==> src/rtl/hazard_pkg.sv <==
// Shared types and constants for the register scoreboard and issue controller.
package hazard_pkg;

    localparam int REG_ADDR_W        = 5;
    localparam int MAX_INFLIGHT_DFLT = 3;

    typedef enum logic [1:0] {
        RUN    = 2'd0,
        DRAIN  = 2'd1,
        HALTED = 2'd2
    } state_e;

    // Width of a per-register in-flight counter able to hold 0..max_inflight.
    function automatic int count_width(input int max_inflight);
        return $clog2(max_inflight + 1);
    endfunction

    localparam int CNT_W = count_width(MAX_INFLIGHT_DFLT);

endpackage

==> src/rtl/sb_counter_array.sv <==
// Per-register in-flight write counters with same-register inc/dec cancellation
// and a sticky error flag for retires that would underflow a counter.
module sb_counter_array
    import hazard_pkg::*;
#(
    parameter int NUM_REGS = 32,
    parameter int CW       = CNT_W
) (
    input  logic                           clk,
    input  logic                           rst,
    input  logic                           inc,
    input  logic [REG_ADDR_W-1:0]          inc_addr,
    input  logic                           dec,
    input  logic [REG_ADDR_W-1:0]          dec_addr,
    output logic [NUM_REGS-1:0][CW-1:0]    count,
    output logic [NUM_REGS-1:0]            busy_mask,
    output logic                           sb_error
);

    logic [NUM_REGS-1:0][CW-1:0] count_r;
    logic [NUM_REGS-1:0][CW-1:0] count_next_s;
    logic [NUM_REGS-1:0]         busy_r;
    logic [NUM_REGS-1:0]         busy_next_s;
    logic                        err_r;
    logic                        underflow_s;

    // Next-count computation; register 0 is never tracked.
    always_comb begin
        count_next_s = count_r;
        busy_next_s  = {NUM_REGS{1'b0}};
        underflow_s  = 1'b0;
        for (int i = 1; i < NUM_REGS; i++) begin
            if (inc && (inc_addr == REG_ADDR_W'(i)) &&
                !(dec && (dec_addr == REG_ADDR_W'(i)))) begin
                count_next_s[i] = count_r[i] + CW'(1);
            end else if (dec && (dec_addr == REG_ADDR_W'(i)) &&
                         !(inc && (inc_addr == REG_ADDR_W'(i)))) begin
                if (count_r[i] == {CW{1'b0}}) begin
                    underflow_s = 1'b1;
                end else begin
                    count_next_s[i] = count_r[i] - CW'(1);
                end
            end else begin
                count_next_s[i] = count_r[i];
            end
            busy_next_s[i] = (count_next_s[i] != {CW{1'b0}});
        end
        count_next_s[0] = {CW{1'b0}};
    end

    // Counter, busy mask and sticky error state.
    always_ff @(posedge clk) begin
        if (rst) begin
            count_r <= {(NUM_REGS*CW){1'b0}};
            busy_r  <= {NUM_REGS{1'b0}};
            err_r   <= 1'b0;
        end else begin
            count_r <= count_next_s;
            busy_r  <= busy_next_s;
            err_r   <= err_r | underflow_s;
        end
    end

    assign count     = count_r;
    assign busy_mask = busy_r;
    assign sb_error  = err_r;

endmodule

==> src/rtl/hazard_scoreboard.sv <==
// Issue controller for the in-order pipeline: RAW/WAW-capacity stall decision,
// halt drain sequencing and a saturating stall-cycle counter.
module hazard_scoreboard
    import hazard_pkg::*;
#(
    parameter int NUM_REGS     = 32,
    parameter int MAX_INFLIGHT = MAX_INFLIGHT_DFLT,
    parameter int DRAIN_CYCLES = 3
) (
    input  logic                  clk,
    input  logic                  rst,
    input  logic                  id_valid,
    input  logic [REG_ADDR_W-1:0] id_rs1_addr,
    input  logic [REG_ADDR_W-1:0] id_rs2_addr,
    input  logic                  id_rs1_used,
    input  logic                  id_rs2_used,
    input  logic [REG_ADDR_W-1:0] id_rd_addr,
    input  logic                  id_w_enable,
    input  logic                  id_is_halt,
    input  logic                  wb_w_enable,
    input  logic [REG_ADDR_W-1:0] wb_rd_addr,
    output logic                  issue,
    output logic                  stall,
    output logic                  fetch_enable,
    output logic                  halted,
    output logic [NUM_REGS-1:0]   busy_mask,
    output logic [31:0]           stall_cycles,
    output logic                  sb_error
);

    localparam int CW = count_width(MAX_INFLIGHT);
    localparam int DW = $clog2(DRAIN_CYCLES + 1);
    localparam logic [REG_ADDR_W-1:0] ZERO_ADDR = {REG_ADDR_W{1'b0}};

    logic [NUM_REGS-1:0][CW-1:0] count_s;
    logic raw1_s, raw2_s, waw_full_s, issue_s, stall_s, inc_s, dec_s;

    state_e        state_r, state_next_s;
    logic [DW-1:0] drain_r, drain_next_s;
    logic          fetch_enable_r, fetch_next_s;
    logic          halted_r, halted_next_s;
    logic [31:0]   stall_cycles_r, stall_next_s;

    // Hazards are judged only against registered counts, so a retire never bypasses into issue.
    assign raw1_s     = id_rs1_used && (id_rs1_addr != ZERO_ADDR) &&
                        (count_s[id_rs1_addr] != {CW{1'b0}});
    assign raw2_s     = id_rs2_used && (id_rs2_addr != ZERO_ADDR) &&
                        (count_s[id_rs2_addr] != {CW{1'b0}});
    assign waw_full_s = id_w_enable && (id_rd_addr != ZERO_ADDR) &&
                        (count_s[id_rd_addr] == CW'(MAX_INFLIGHT));
    assign issue_s    = id_valid && (state_r == RUN) && !raw1_s && !raw2_s && !waw_full_s;
    assign stall_s    = id_valid && !issue_s;
    assign inc_s      = issue_s && id_w_enable && (id_rd_addr != ZERO_ADDR);
    assign dec_s      = wb_w_enable && (wb_rd_addr != ZERO_ADDR);

    sb_counter_array #(
        .NUM_REGS (NUM_REGS),
        .CW       (CW)
    ) u_counters (
        .clk       (clk),
        .rst       (rst),
        .inc       (inc_s),
        .inc_addr  (id_rd_addr),
        .dec       (dec_s),
        .dec_addr  (wb_rd_addr),
        .count     (count_s),
        .busy_mask (busy_mask),
        .sb_error  (sb_error)
    );

    // Run / drain / halted sequencing.
    always_comb begin
        state_next_s  = state_r;
        drain_next_s  = drain_r;
        fetch_next_s  = fetch_enable_r;
        halted_next_s = halted_r;
        case (state_r)
            RUN: begin
                if (issue_s && id_is_halt) begin
                    state_next_s = DRAIN;
                    drain_next_s = DW'(DRAIN_CYCLES);
                    fetch_next_s = 1'b0;
                end else begin
                    state_next_s = RUN;
                end
            end
            DRAIN: begin
                if (drain_r != {DW{1'b0}}) begin
                    drain_next_s = drain_r - DW'(1);
                end else if (busy_mask == {NUM_REGS{1'b0}}) begin
                    state_next_s  = HALTED;
                    halted_next_s = 1'b1;
                end else begin
                    state_next_s = DRAIN;
                end
            end
            HALTED: begin
                fetch_next_s  = 1'b0;
                halted_next_s = 1'b1;
            end
            default: begin
                state_next_s  = RUN;
                drain_next_s  = {DW{1'b0}};
                fetch_next_s  = 1'b1;
                halted_next_s = 1'b0;
            end
        endcase
    end

    // Stall counter only counts decode stalls while running, saturating at all-ones.
    always_comb begin
        if ((state_r == RUN) && stall_s && (stall_cycles_r != 32'hFFFF_FFFF)) begin
            stall_next_s = stall_cycles_r + 32'd1;
        end else begin
            stall_next_s = stall_cycles_r;
        end
    end

    // Control state registers.
    always_ff @(posedge clk) begin
        if (rst) begin
            state_r        <= RUN;
            drain_r        <= {DW{1'b0}};
            fetch_enable_r <= 1'b1;
            halted_r       <= 1'b0;
            stall_cycles_r <= 32'd0;
        end else begin
            state_r        <= state_next_s;
            drain_r        <= drain_next_s;
            fetch_enable_r <= fetch_next_s;
            halted_r       <= halted_next_s;
            stall_cycles_r <= stall_next_s;
        end
    end

    assign issue        = issue_s;
    assign stall        = stall_s;
    assign fetch_enable = fetch_enable_r;
    assign halted       = halted_r;
    assign stall_cycles = stall_cycles_r;

endmodule

==> config.mk <==
export PLATFORM = sky130hd
export DESIGN_NAME = hazard_scoreboard
export DESIGN_NICKNAME = d
export VERILOG_FILES = /design/src/rtl/hazard_pkg.sv /design/src/rtl/sb_counter_array.sv /design/src/rtl/hazard_scoreboard.sv
export SDC_FILE = /design/constraint.sdc
export NUM_CORES = 1
export LEC_CHECK = 0
export ABC_CLOCK_PERIOD_IN_PS = 5210
export CORE_MARGIN = 1
export CORE_UTILIZATION = 46
export DETAILED_ROUTE_END_ITERATION = 8
export GPL_TIMING_DRIVEN = 1
export PLACE_DENSITY = 0.67
export SYNTH_ARGS = -nofsm -noshare
export SYNTH_HDL_FRONTEND = slang
export SYNTH_SLANG_ARGS = --single-unit
export TNS_END_PERCENT = 10
==> constraint.sdc <==
create_clock -name clk -period 5.21 [get_ports clk]
set_clock_uncertainty 0.15 [all_clocks]
set_input_delay 1.042 -clock clk [delete_from_list [all_inputs] [get_ports clk]]
set_output_delay 1.042 -clock clk [all_outputs]
set_load 0.05 [all_outputs]
[After elaboration in Yosys (flattened, before gate mapping)]
Index checks and enable logic that the tools add are counted.
Cells by class
  $add $sub $neg: 64
  order comparisons: 3
  equality and inequality tests: 70
  mux-type cells: 204
  bitwise logic cells: 4
  reductions and logical operators: 282
Operators with widths (count)
  $mux W2: 100
  $eq A5 B5 Y1 const B: 32
  $logic_and A1 B1 Y1: 141
  $mux W1: 97
  $eq A5 B4 Y1 const B: 16
  $reduce_bool A2 Y1: 34
  $logic_not A1 Y1: 66
  $logic_not A2 Y1: 32
  $sub A2 B1 Y2 const B: 32
  $add A2 B1 Y2 const B: 31
  $eq A5 B3 Y1 const B: 8
  $add A32 B1 Y32 const B: 1
  $logic_not A32 Y1: 1
  $ne A32 B32 Y1 const B: 1
  $bmux W2 S5: 3
  $eq A5 B2 Y1 const B: 4
  $reduce_bool A5 Y1: 4
  $lt A5 B6 Y1 const B: 3
  $pmux W2 S3: 2
  $eq A5 B1 Y1 const B: 2
  $ne A2 B2 Y1 const B: 3
  $pmux W1 S3: 2
  $reduce_and A3 Y1: 2
  $eq A2 B2 Y1 const B: 2
  5 further kinds: 8
Word-level totals
  register bits: 133
  word-level logic and storage cells: 666

[Longest topological paths before layout]
  word-level depth: 106
  gate-level depth with buffers: 15
  depth with buffers taken out: 11

[By module]
From an unflattened synthesis, not the netlist that was laid out.
Second synthesis, totals
  cells, all modules: 1178
  area, all modules: 9829.4 sq um
Modules (own cells, without submodules)
  sb_counter_array: instances 1, cells each 742, area an instance 6525.0 sq um
  hazard_scoreboard: instances 1, cells each 436, area an instance 3304.4 sq um

[Worst setup path after synthesis]
No wires, ideal clock.
  path kind: input -> output
  start point: input port id_rs2_addr[2]
  end point: output port stall
  arrival: 3.709 ns
  data required time: 4.018 ns
  slack: 0.309 ns
  stages on the path: 9
  cell sequence: buf_4 > mux4_2 > or4b_1 > o211ai_1 > o211ai_1 > buf_2 > buf_2 > nor3_2 > nor2b_1
Between the ends
  word-level cells in the longest chain between the ends: 9
  elaborated cells between the ends (all ways): 11
  classes of those cells: mux (2); reduce/logical (9)
RTL lines
  start: declaration: line hazard_scoreboard.sv:14  | input logic [REG_ADDR_W-1:0] id_rs2_addr,
  $bmux W2 S5: line hazard_scoreboard.sv:48  | (count_s[id_rs2_addr] != {CW{1'b0}});
  $mux W2 (implied by the code): line hazard_scoreboard.sv:48
  $reduce_bool A2 Y1: line hazard_scoreboard.sv:48
  $logic_and A1 B1 Y1 *: line hazard_scoreboard.sv:47  | assign raw2_s = id_rs2_used && (id_rs2_addr != ZERO_ADDR) &&
  $logic_not A1 Y1 *: line hazard_scoreboard.sv:51  | assign issue_s = id_valid && (state_r == RUN) && !raw1_s && !raw2_s && !waw_full_s;
  $logic_and A1 B1 Y1 * (2 in a row): line hazard_scoreboard.sv:51
  named net issue: line hazard_scoreboard.sv:22  | output logic issue,
  $logic_not A1 Y1 *: line hazard_scoreboard.sv:52  | assign stall_s = id_valid && !issue_s;
  $logic_and A1 B1 Y1 *: line hazard_scoreboard.sv:52
  end: declaration: line hazard_scoreboard.sv:23  | output logic stall,
Mark *: on every way through the listed nets, which the timed path passes. The rest lies on a longest branch. The select of a mux whose other input is x is not followed.

[Final worst setup path]
  start point: input port id_rs2_addr[1]
  end point: output port stall
Between the ends
  word-level cells in the longest chain between the ends: 9
  elaborated cells between the ends (all ways): 11
  classes of those cells: mux (2); reduce/logical (9)
RTL lines (line)
  $bmux W2 S5: hazard_scoreboard.sv:48
  $mux W2 (implied by the code): hazard_scoreboard.sv:48
  $reduce_bool A2 Y1: hazard_scoreboard.sv:48
  $logic_and A1 B1 Y1 *: hazard_scoreboard.sv:47
  $logic_not A1 Y1 *: hazard_scoreboard.sv:51
  $logic_and A1 B1 Y1 * (2 in a row): hazard_scoreboard.sv:51
  $logic_not A1 Y1 *: hazard_scoreboard.sv:52
  $logic_and A1 B1 Y1 *: hazard_scoreboard.sv:52
Mark *: on every way between the ends. The rest lies on a longest branch, timed or not. The select of a mux whose other input is x is not followed.

==> out/metrics.yaml <==
track_usage_pct: 28.9
hpwl_um: 23400
gp_congestion: 0.987
min_from: "drain_r[0]"
regToRegStartpoint: "state_r[0]"
drv_slew: 0
yosysWarnings: 0
hold_viol: 0
syn-num-nets: 1293
synth_compound_area_share_pct: 16.3
multiInputGateArea_um2: 6460
clock_latency_ns: 0.44
grt_first_pass_wirelength_um: 48400
portBuffers: 95
critPathKind: "primary input to output pin"
tightestPinTransition_ns: 0.824
numCtsBuffers: 17
synth_area_um2: 9720
synth_flop_cell: "dfxtp_1"
io_pins: 97
syn_avg_cell_area_um2: 8.33
synthMuxAreaShare_pct: 7.11
numClockSinks: 132
synth_edf_count: 0
die-area_um2: 21700
coreArea_um2: 20500
finalWirelength_um: 30900
antenna_left: 0
die_x_um: 147
cp-end-kind: "output pin"
cts-htree-levels: 4
max_cap_violations: 0
drive_above_1_share_pct: 9.75
cts_max_path_buffers: 2
vias: 9562
synthSimpleGateAreaFrac_pct: 27.8
grt-ovfl-total: 0
synth_fa_ha_area_share_pct: 12.6
synth.top_cell.area_share_pct: 27.2
startpoint: "id_rs2_addr[1]"
outcome: "finished, final reports clean"
start_util_pct: 47.4
cp_slowest_stage_delay_ns: 0.84
cts_tree: "built"
netlist_top_cells_area: "dfxtp_1 (27%), ha_1 (13%), mux4_2 (5.3%), nor2_1 (4.3%), nand2_1 (3.5%)"
crit_slowest_cell: "clkdlybuf4s50_1"
critPathArrivalTime_ns: 3.67
ys_types: 84
hold_slack_ns: 0.315
slew_headroom_pct: 44.6
viasPerCell: 6.25
hold_class: "flip-flop to flip-flop"
start_kind: "primary input"
drt-pass1-iter-count: 9
cts_setup_buffers: 0
synthArstFlopShare_pct: 0
syn_inst: 1167
ys_seq_area_share_pct: 27.2
syn2layout_area_growth_pct: 18.9
wl_per_cell_um: 20.2
fmax_ghz: 0.206
finalCritPeriodShare_pct: 93.3
synth_top_family_by_area: "simple AND/OR/NAND/NOR gates"
cts_root_buf: "clkbuf_16"
worstPathRequired_ns: 4.02
hold_buffers: 0
finish.utilization_pct: 56.4
crit_chain: "clkdlybuf4s50_1 -> and4bb_1 -> a211oi_1 -> a211o_1 -> a311oi_2 -> o211ai_1 -> nor3_2 -> nor2b_1 -> buf_12"
period_needed_ns: 4.86
synth_xor_area_share_pct: 2.61
fillCellCount: 1886
n_antenna_cell: 0
drc_errors: 0
fin_setup_tns_ns: 0
setup_viol: 0
cts_resized: 0
regArea_um2: 2640
antenna_found_initial: 0
rsz0062_at_grt: "no"
fp-row-count: 52
clkTransAtPathRegs_ns: 0.06
grt_max_degree: 63
yosysTopAreaCell: "dfxtp_1"
power_leakage_uw: 0.00417
detail_route.iter0.violations: 1035
nets: 1374
ys_seq_elements: 132
crit_fanout: 14
power_density_nw_per_um2: 241
grt_pass1_vias: 8664
die_y_um: 147
irDropWorstVdd_uv: 206
[state kept, by name, indices dropped and copies added (netlist names)]
register              flops
u_counters.count         62
stall_cycles             32
u_counters.busy_mask     31
drain_r                   2
state_r                   2
fetch_enable              1
halted                    1
u_counters.sb_error       1
[path summary, 6_finish.rpt]
| kind | to | cells after the start | slack (ns) |
|---|---|---|---|
| worst max-delay path | stall | 9 | 0.35 |
| worst max register to register | u_counters.sb_error | 11 | 1.48 |
| worst min register to register | drain_r[0] | 1 | 0.31 |
| worst min-delay path | drain_r[0] | 1 | 0.31 |
[power by group]
part | internal, uW | switching (uW) | total [uW]
Sequential | 1030 | 17.0 | 1040
Combinational | 150 | 296 | 446
Clock | 768 | 526 | 1290
[cell type report]
| cell class | instances | area share, % |
|---|---|---|
| inverter | 89 | 2.89 |
| multi-input combinational | 891 | 55.9 |
| tap | 270 | 2.92 |
| sequential | 132 | 22.9 |
| timing repair buffer | 117 | 10.0 |
| clock inverter | 15 | 1.68 |
| clock buffer | 17 | 3.68 |
[critical path, delay by kind of cell]
kind,cells,cell delay (ns)
buffers and inverters,2,1.01
and+or+nand+nor,3,0.84
AOI/OAI and AO/OA,4,0.77
[placed cells by master, fill, tap and decap left out, drive strengths merged, types with 6 or more instances in the layout]
master and count:
a21oi 49, o21ai 6, and3 17, clkbuf 17, a211oi 9, or4 8, clkdlybuf4s50 92, o211ai 6
nand2b 12, and2 9, o31ai 10, mux4 23, buf 25, nand4 51, or2 26, nand2 92
a2bb2oi 19, nor4 20, xnor2 6, nor2 112, or3 6, ha 98, dfxtp 132, a31oi 53
nand3b 34, nor2b 9, nor3 36, a22oi 11, mux2i 15, nand3 54, xor2 23, inv 96
[cell usage after synthesis (all sizes together) (5+ instances only)]
cell     instances
o211ai           6
nand3           54
nand4           51
nand2           92
or3              6
ha              98
nand3b          34
a31oi           53
xnor2            6
o31ai           10
dfxtp          132
o21ai            6
a2bb2oi         19
a21oi           49
inv             89
a2111oi          5
xor2            23
nor2b            9
and2             9
nor4            20
mux2i           15
nor3            36
or2             26
a22oi           11
clkbuf          25
mux4            23
a221oi           5
nor2           112
buf             30
or4              8
nand2b          12
and3            17
a211oi           9
nor3b            5
[cell families (layout without fill, tap and decap cells)]
logic type                 after synthesis  count (layout)
buffers and inverters                  144             238
DFF                                    132             132
muxes                                   40              40
AOI/OAI and AO/OA                      220             220
xor gates and xnor gates                29              29
other                                    1               1
adders and majority gates               98              98
and+or+nand+nor                        503             503
[per-stage QoR]
step / total power (uW) / instances / setup slack, ns / area, um^2
2_1_floorplan: 1350 / 1167 / 0.309 / 9720
3_3_place_gp: 1500 / 1499 / 0.391 / 10900
3_5_place_dp: 1500 / 1499 / 0.358 / 10900
4_1_cts: 2780 / 1531 / 0.353 / 11600
5_1_grt: 2870 / 1531 / 0.166 / 11600
6_report: 2780 / 1531 / 0.349 / 11600
[routing by layer]
metal	track usage [%]	vias to the layer above	share of wire (%)
li1	-	4435	-
met1	40.8	4571	44
met2	42.7	490	43
met3	7.20	66	10
met4	9.74	0	2.6
met5	0	-	0
Note: power is estimated with default switching activity, not from simulation.
